`config.mk`:
```
export PLATFORM = sky130hd
export DESIGN_NAME = game_status_ctrl
export DESIGN_NICKNAME = d
export VERILOG_FILES = /design/src/rtl/game_status_ctrl.sv
export SDC_FILE = /design/constraint.sdc
export NUM_CORES = 1
export LEC_CHECK = 0
export CAP_MARGIN = 10
export CORE_MARGIN = 4
export CORE_UTILIZATION = 56
export DETAILED_ROUTE_END_ITERATION = 12
export HOLD_SLACK_MARGIN = 0.1
export PLACE_DENSITY = 0.83
export SYNTH_ARGS = -nofsm -noshare
export SYNTH_HDL_FRONTEND = slang
export SYNTH_SLANG_ARGS = --single-unit
```
`constraint.sdc`:
```
create_clock -name CLK_40M -period 1.9 [get_ports CLK_40M]
set_input_delay 0.38 -clock CLK_40M [delete_from_list [all_inputs] [get_ports CLK_40M]]
set_output_delay 0.38 -clock CLK_40M [all_outputs]
set_load 0.01 [all_outputs]
```
`src/rtl/game_status_ctrl.sv`:
```
// Snake game top-level sequencer: START/PLAY/END screen selection on frame
// boundaries, END-screen blink timing and the play re-initialise strobe.
module game_status_ctrl #(
    parameter int unsigned FRAMES_PER_TOGGLE = 30,
    parameter int unsigned FLASH_TOGGLES     = 8
) (
    input  logic       CLK_40M,
    input  logic       RST,
    input  logic       key_start,
    input  logic       die_sig,
    input  logic       vsync_in,
    output logic [2:0] Game_status,
    output logic       play_init,
    output logic       flash_on,
    output logic       Flash_over_sig
);

    localparam int unsigned CNT_W = 8;
    localparam logic [CNT_W-1:0] FRAME_LAST = CNT_W'(FRAMES_PER_TOGGLE - 1);
    localparam logic [CNT_W-1:0] TOG_LAST   = CNT_W'(FLASH_TOGGLES);

    typedef enum logic [2:0] {
        ST_START = 3'b001,
        ST_PLAY  = 3'b010,
        ST_END   = 3'b100
    } state_t;

    state_t state;
    state_t state_n;

    logic             key_s1;
    logic             key_s2;
    logic             key_s3;
    logic             key_evt;
    logic             vsync_q;
    logic             vsync_qq;
    logic             frame_tick;

    logic             key_pend;
    logic             key_pend_n;
    logic             die_pend;
    logic             die_pend_n;
    logic [CNT_W-1:0] frame_cnt;
    logic [CNT_W-1:0] frame_cnt_n;
    logic [CNT_W-1:0] tog_cnt;
    logic [CNT_W-1:0] tog_cnt_n;
    logic             flash_on_n;
    logic             flash_over_n;
    logic             play_init_n;

    // Key synchroniser with registered rising-edge detect; vsync edge register.
    always_ff @(posedge CLK_40M) begin
        if (RST) begin
            key_s1   <= 1'b0;
            key_s2   <= 1'b0;
            key_s3   <= 1'b0;
            key_evt  <= 1'b0;
            vsync_q  <= 1'b0;
            vsync_qq <= 1'b0;
        end else begin
            key_s1   <= key_start;
            key_s2   <= key_s1;
            key_s3   <= key_s2;
            key_evt  <= key_s2 & ~key_s3;
            vsync_q  <= vsync_in;
            vsync_qq <= vsync_q;
        end
    end

    // Falling edge of the active-low VSYNC marks the start of a frame.
    assign frame_tick = vsync_qq & ~vsync_q;

    always_ff @(posedge CLK_40M) begin
        if (RST) begin
            state          <= ST_START;
            key_pend       <= 1'b0;
            die_pend       <= 1'b0;
            frame_cnt      <= '0;
            tog_cnt        <= '0;
            flash_on       <= 1'b0;
            Flash_over_sig <= 1'b0;
            play_init      <= 1'b0;
        end else begin
            state          <= state_n;
            key_pend       <= key_pend_n;
            die_pend       <= die_pend_n;
            frame_cnt      <= frame_cnt_n;
            tog_cnt        <= tog_cnt_n;
            flash_on       <= flash_on_n;
            Flash_over_sig <= flash_over_n;
            play_init      <= play_init_n;
        end
    end

    always_comb begin
        state_n      = state;
        key_pend_n   = key_pend;
        die_pend_n   = die_pend;
        frame_cnt_n  = frame_cnt;
        tog_cnt_n    = tog_cnt;
        flash_on_n   = flash_on;
        flash_over_n = Flash_over_sig;
        play_init_n  = 1'b0;

        case (state)
            ST_START: begin
                die_pend_n = 1'b0;
                if (frame_tick && (key_pend || key_evt)) begin
                    state_n     = ST_PLAY;
                    key_pend_n  = 1'b0;
                    play_init_n = 1'b1;
                end else begin
                    key_pend_n = key_pend | key_evt;
                end
            end

            ST_PLAY: begin
                // Keys are meaningless mid-game; collision wins any tie.
                key_pend_n = 1'b0;
                if (frame_tick && (die_pend || die_sig)) begin
                    state_n      = ST_END;
                    die_pend_n   = 1'b0;
                    frame_cnt_n  = '0;
                    tog_cnt_n    = '0;
                    flash_on_n   = 1'b0;
                    flash_over_n = 1'b0;
                end else begin
                    die_pend_n = die_pend | die_sig;
                end
            end

            ST_END: begin
                die_pend_n = 1'b0;
                if (Flash_over_sig) begin
                    if (frame_tick && (key_pend || key_evt)) begin
                        state_n      = ST_START;
                        key_pend_n   = 1'b0;
                        frame_cnt_n  = '0;
                        tog_cnt_n    = '0;
                        flash_on_n   = 1'b0;
                        flash_over_n = 1'b0;
                    end else begin
                        key_pend_n = key_pend | key_evt;
                    end
                end else begin
                    key_pend_n = 1'b0;
                    if (tog_cnt >= TOG_LAST) begin
                        flash_over_n = 1'b1;
                    end else if (frame_tick) begin
                        if (frame_cnt >= FRAME_LAST) begin
                            frame_cnt_n = '0;
                            flash_on_n  = ~flash_on;
                            tog_cnt_n   = tog_cnt + CNT_W'(1);
                        end else begin
                            frame_cnt_n = frame_cnt + CNT_W'(1);
                        end
                    end
                end
            end

            default: begin
                // Corrupted encoding: fall back to the title screen quietly.
                state_n      = ST_START;
                key_pend_n   = 1'b0;
                die_pend_n   = 1'b0;
                frame_cnt_n  = '0;
                tog_cnt_n    = '0;
                flash_on_n   = 1'b0;
                flash_over_n = 1'b0;
            end
        endcase
    end

    assign Game_status = state;

endmodule

```
==> impl_metrics.env, run 1 <==
export IMPL_status="complete, no violations"
export IMPL_cp_max_fo=12
export IMPL_fin_tns_setup_ps=0
export IMPL_place_gp_congestion=0.881
export IMPL_worstSetupPathType="flip-flop to output pin"
export IMPL_synth_xor_xnor_area_share_pct=0
export IMPL_slew_headroom_pct=68.2
export IMPL_synth_top_area_share_pct=42.0
export IMPL_cp_top_family="buffers and inverters"
export IMPL_route_met2_wl_um=1440
export IMPL_maxUsedRoutingLayer="met4"
export IMPL_cts_htree_levels=2
export IMPL_grt_pass1_wl_um=5350
export IMPL_synth_ff_type="dfxtp_1"
export IMPL_synth_nets=169
export IMPL_cts_max_path_buffers=2
export IMPL_powerDensity_nw_per_um2=1310
export IMPL_setup_ws_ps=109
export IMPL_vias=1258
export IMPL_critPathLaunchType="flip-flop"
export IMPL_drv_cap=0
export IMPL_yosys_warnings=0
export IMPL_synth_most_common_cell="dfxtp_1"
export IMPL_die_w_um=58.5
export IMPL_synth_simple_area_share_pct=29.2
export IMPL_skew_ps=7.19
export IMPL_cts_made_buffers=5
export IMPL_required_ps=1520
export IMPL_maxSlewViolCount=0
export IMPL_ioPinCount=11
export IMPL_yosysUniqueCellTypes=41
export IMPL_cts_root_buffer="clkbuf_4"
export IMPL_avgSynthCellArea_um2=8.99
export IMPL_dp_hpwl_um=2210
export IMPL_async_reset_ff_share_pct=0
export IMPL_clock_sinks=30
export IMPL_holdWs_ps=406
export IMPL_wl_met3_um=200
export IMPL_portBuffers=10
export IMPL_ys_ff_latch=30
export IMPL_synth_largest_area_cell="dfxtp_1"
export IMPL_drtIter0Drc=49
export IMPL_start_util_pct=58.2
export IMPL_power_leakage_uw=0.000639
export IMPL_fin_nets=193
export IMPL_wl_per_cell_um=14.6
export IMPL_ys_seq_area_share_pct=42.0
export IMPL_die_area_um2=3420
export IMPL_die_h_um=58.5
export IMPL_syn_to_final_growth_pct=20.6
export IMPL_fp_coreArea_um2=2450
export IMPL_drc=0
export IMPL_antenna_cells=0
export IMPL_rows=18
export IMPL_clk_pin_slew_ps=100
export IMPL_hold_class="flip-flop to flip-flop"
export IMPL_synthMuxAreaShare_pct=0
export IMPL_finalSetupViolCount=0
export IMPL_grt_overflow_total=0
export IMPL_netlist_top_cells_count="30 x dfxtp_1, 11 x a21oi_1, 11 x nor2_1, 11 x nor3_1, 10 x nor2b_1"
export IMPL_grt_max_degree=13
export IMPL_synth_edff_count=0
export IMPL_worst_path_max_delay_cell="clkdlybuf4s50_1"
export IMPL_synth_top_family_by_area="simple AND/OR/NAND/NOR gates"
export IMPL_cts_tree="built"
export IMPL_tightest_slew_ps=475
export IMPL_ir_drop_mv=0.903
export IMPL_first_pass_iters=4
export IMPL_first_global_vias=1175
export IMPL_syn_area_um2=1430
export IMPL_syn_inst=159
export IMPL_cp_slowest_stage_delay_ps=550
export IMPL_totalWireLength_um=3120
export IMPL_synthAdderAreaFrac_pct=4.38
export IMPL_fmax_ghz=0.558
export IMPL_end_kind="output pin"
export IMPL_period_needed_ps=1790
export IMPL_rsz0062_at_grt="false"
export IMPL_finalCritPeriodShare_pct=94.3
export IMPL_hold_viol=0
export IMPL_crit_chain="buf_4, clkdlybuf4s50_1"
export IMPL_synth_compound_area_share_pct=19.5
export IMPL_synthTopCellsByArea="dfxtp_1 42%, ha_1 4.4%, nor2b_1 4.4%, a21oi_1 3.9%, nor3_1 3.9%"
export IMPL_viasPerCell=5.88
export IMPL_cts_hold_buf=0
export IMPL_wl_met1_um=1390
export IMPL_arrival_ps=1410
export IMPL_grtUsageTotal_pct=20.8
export IMPL_antenna_found_initial=0
export IMPL_path_buf_inv=2
export IMPL_place_ws_ps=22.6
export IMPL_drtAntennaViolNets=0
export IMPL_clock_latency_ps=340
export IMPL_drive_gt1_share_pct=19.0
-- timing repair --
action,4_1_cts,5_1_grt
setup buffers,0,3
hold endpoints to repair,0,0
setup endpoints to repair,0,9
resized for setup,0,0
-- stage by stage --
| stage | util [%] | instance area, um2 | power, uW | instances |
|---|---|---|---|---|
| floorplan | - | 1430 | 1340 | 159 |
| global placement | 65.6 | 1610 | 1590 | 203 |
| detailed placement | 65.6 | 1610 | 1610 | 203 |
| global route | 70.2 | 1720 | 2390 | 214 |
| CTS | 68.8 | 1690 | 2130 | 211 |
| finish | 70.2 | 1720 | 2250 | 214 |
-- layout make-up --
cell class / count / area, um2
multi-input cells: 115 / 759
well taps: 30 / 37.5
repair buffers: 25 / 225
fillers: 195 / 732
inverters: 6 / 22.5
clock buffers: 5 / 37.5
clock inverters: 3 / 40.0
flip-flops and latches: 30 / 601
-- per-layer routing --
metal  track usage (%)  up-vias
li1                  -      620
met1              25.7      588
met2              32.1       40
met3              7.24       10
met4              10.3        0
met5                 0        -
-- final timing paths --
check | from | to | slack, ps | depth (start not counted)
setup / recovery | Game_status[1] | Game_status[1] | 110 | 2
hold / removal | key_s3 | key_evt | 410 | 1
setup reg to reg | frame_cnt[1] | tog_cnt[2] | 130 | 8
hold reg to reg | key_s3 | key_evt | 410 | 1
-- cell usage in the layout (no fill, tap or decap), types with 2 or more instances in the layout --
| cell | netlist | final |
|---|---|---|
| nor4_1 | 2 | 2 |
| dfxtp_1 | 30 | 30 |
| o31ai_1 | 4 | 4 |
| ha_1 | 5 | 5 |
| nand2_1 | 9 | 9 |
| buf_4 | 0 | 14 |
| nor3_1 | 11 | 11 |
| clkinv_2 | 0 | 2 |
| nor2b_1 | 10 | 10 |
| nand3_1 | 3 | 3 |
| nor4b_1 | 2 | 2 |
| and2_1 | 2 | 2 |
| inv_1 | 5 | 5 |
| clkbuf_4 | 0 | 5 |
| o21bai_1 | 2 | 2 |
| and3_1 | 2 | 2 |
| clkdlybuf4s50_1 | 0 | 10 |
| a21oi_1 | 11 | 11 |
| o31ai_2 | 2 | 2 |
| nor3b_2 | 2 | 2 |
| a31oi_1 | 4 | 4 |
| o21a_1 | 3 | 3 |
| nand4_1 | 7 | 7 |
| nor2_1 | 11 | 11 |
| nand2b_1 | 3 | 3 |
| o21ai_0 | 5 | 5 |
-- kinds of logic after synthesis --
kind of cell | Yosys count
simple gates | 71
compound gates | 39
buf+inv | 14
fa+ha+maj | 5
flops | 30
-- power by group --
part           switching (uW)  internal, uW
clock network             231           272
registers                22.5           671
logic                     591           465
Power figures use the tool's default switching activity.
==> run 2: changes to the inputs <==
Settings changed: CELL_PAD_IN_SITES_DETAIL_PLACEMENT set to 0, CELL_PAD_IN_SITES_GLOBAL_PLACEMENT set to 2, CORE_UTILIZATION 56 to 35, SKIP_LAST_GASP set to 1.
==> run 2 against run 1 <==
Effect of this change: sequential cell count did not move; routed wire length rose by 3.1%; die area rose by 51%; combinational power fell by 4%; global-route usage fell by 6.5 points; clock-buffer cell count rose by 3; non-clock buffer count rose by 1.
==> impl_metrics.env, run 2 (same netlist as run 1, synthesis figures left out) <==
export IMPL_status="complete, no violations"
export IMPL_die_area_um2=5170
export IMPL_crit_chain="buf_4, clkdlybuf4s50_1"
export IMPL_fillers=379
export IMPL_grt_pass1_wl_um=5780
export IMPL_totalWireLength_um=3220
export IMPL_grt_overflow_total=0
export IMPL_cts_made_buffers=5
export IMPL_whs_endpoint="key_evt"
export IMPL_slew_headroom_pct=68.0
export IMPL_total_power_uw=2340
export IMPL_grtUsageTotal_pct=14.3
export IMPL_cp_max_fo=7
export IMPL_syn_to_final_growth_pct=25.2
export IMPL_cts_tree="built"
export IMPL_tightest_slew_ps=478
export IMPL_first_pass_iters=4
export IMPL_rows=22
export IMPL_worstHoldPathCells=1
export IMPL_cts_htree_levels=2
export IMPL_clock_sinks=30
export IMPL_fmax_ghz=0.547
export IMPL_required_ps=1520
export IMPL_drtIter0Drc=68
export IMPL_arrival_ps=1450
export IMPL_fp_coreArea_um2=3800
export IMPL_mostFrequentLayoutCell="dfxtp_1"
export IMPL_clock_latency_ps=290
export IMPL_critPathLaunchType="flip-flop"
export IMPL_cts_max_path_buffers=2
export IMPL_viasPerCell=5.25
export IMPL_drive_gt1_share_pct=20.5
export IMPL_drv_cap=0
export IMPL_cts_root_buffer="clkbuf_8"
export IMPL_power_leakage_uw=0.000666
export IMPL_dp_hpwl_um=2330
export IMPL_finalSetupViolCount=0
export IMPL_reg2reg_depth=4
export IMPL_period_needed_ps=1830
export IMPL_cp_top_family="buffers and inverters"
export IMPL_rsz0062_at_grt="false"
export IMPL_portBuffers=10
export IMPL_final_cell_mix="30 x dfxtp_1, 15 x buf_4, 11 x nor3_1, 11 x a21oi_1, 11 x nor2_1"
export IMPL_die_h_um=71.9
export IMPL_multi_input_area_um2=763
export IMPL_r2r_end="frame_cnt[2]"
export IMPL_fin_nets=194
export IMPL_finalCritPeriodShare_pct=96.2
export IMPL_place_gp_congestion=0.780
export IMPL_worstSetupPathType="flip-flop to output pin"
export IMPL_hold_viol=0
export IMPL_powerDensity_nw_per_um2=1310
export IMPL_holdCritStartpoint="key_s3"
export IMPL_antenna_found_initial=0
export IMPL_vias=1223
export IMPL_first_global_vias=1253
export IMPL_clk_pin_slew_ps=60
export IMPL_maxSlewViolCount=0
export IMPL_skew_ps=7.13
export IMPL_wl_per_cell_um=13.8
export IMPL_antenna_cells=0
export IMPL_path_buf_inv=2
export IMPL_end_kind="output pin"
export IMPL_ir_drop_mv=0.500
export IMPL_ioPinCount=11
export IMPL_start_util_pct=37.6
export IMPL_placed_area_um2=1660
export IMPL_grt_max_degree=12
export IMPL_die_w_um=71.9
export IMPL_cp_slowest_stage_delay_ps=520
export IMPL_drtAntennaViolNets=0
export IMPL_worst_path_max_delay_cell="clkdlybuf4s50_1"
export IMPL_rrSetupSlack_ps=180
export IMPL_hold_class="flip-flop to flip-flop"
export IMPL_drc=0
export IMPL_seq_area_um2=601
export IMPL_final_area_um2=1790
export IMPL_r2r_start="Game_status[0]"
run 2: layout make-up:
cell class / count / area share, %
Tap cell: 48 / 3.36
Clock buffer: 8 / 6.15
Sequential cell: 30 / 33.6
Inverter: 6 / 1.26
Timing Repair Buffer: 26 / 13.0
Multi-Input combinational cell: 115 / 42.7
run 2: repair_timing:
action | in CTS | in global routing
endpoints found under the setup margin | 0 | 7
buffers inserted | 0 | 2
resized for setup | 0 | 2
hold buffers | 0 | 0
run 2: how the worst max path moves through the flow:
| stage | start | cells after the start | slack, ps | to |
|---|---|---|---|---|
| 6_report | Game_status[0] | 2 | 70 | Game_status[0] |
| 5_1_grt | frame_cnt[1] | 7 | 30 | frame_cnt[4] |
| 4_1_cts | Game_status[0] | 2 | 80 | Game_status[0] |
| 3_5_place_dp | die_sig | 6 | -60 | frame_cnt[2] |
| 3_3_place_gp | die_sig | 6 | -3 | frame_cnt[2] |
| 2_1_floorplan | Game_status[2] | 7 | 130 | frame_cnt[6] |
run 2: per-stage QoR:
step	setup slack [ps]	instances	hold WS [ps]	TNS, ps	utilization [%]
6_report	72.2	233	388	0	47.1
5_1_grt	26.0	233	415	0	47.1
4_1_cts	82.5	231	393	0	46.6
3_5_place_dp	-57.6	223	385	-159	43.7
3_3_place_gp	-3.13	223	372	-3.13	43.7
2_1_floorplan	128	159	367	0	-
run 2: routing by layer:
metal | wire [um] | vias to the layer above | global-route usage (%) | share of wire [%]
met5 | 0 | - | 0 | 0
met4 | 54 | 0 | 5.64 | 1.7
met3 | 136 | 6 | 5.54 | 4.2
met2 | 1410 | 18 | 21.8 | 44
met1 | 1620 | 577 | 18.1 | 50
li1 | - | 622 | - | -
run 2: where the power goes:
part | leakage, uW | total [uW] | switching, uW | internal (uW)
registers | 0.000243 | 715 | 43.6 | 672
clock network | 0.0000575 | 606 | 241 | 365
logic | 0.000366 | 1020 | 563 | 459
==> run 3: changes to the inputs <==
Settings changed: GPL_ROUTABILITY_DRIVEN set to 1.
==> results of run 3 <==
Final layout, timing and power as in run 2 (identical DEF).
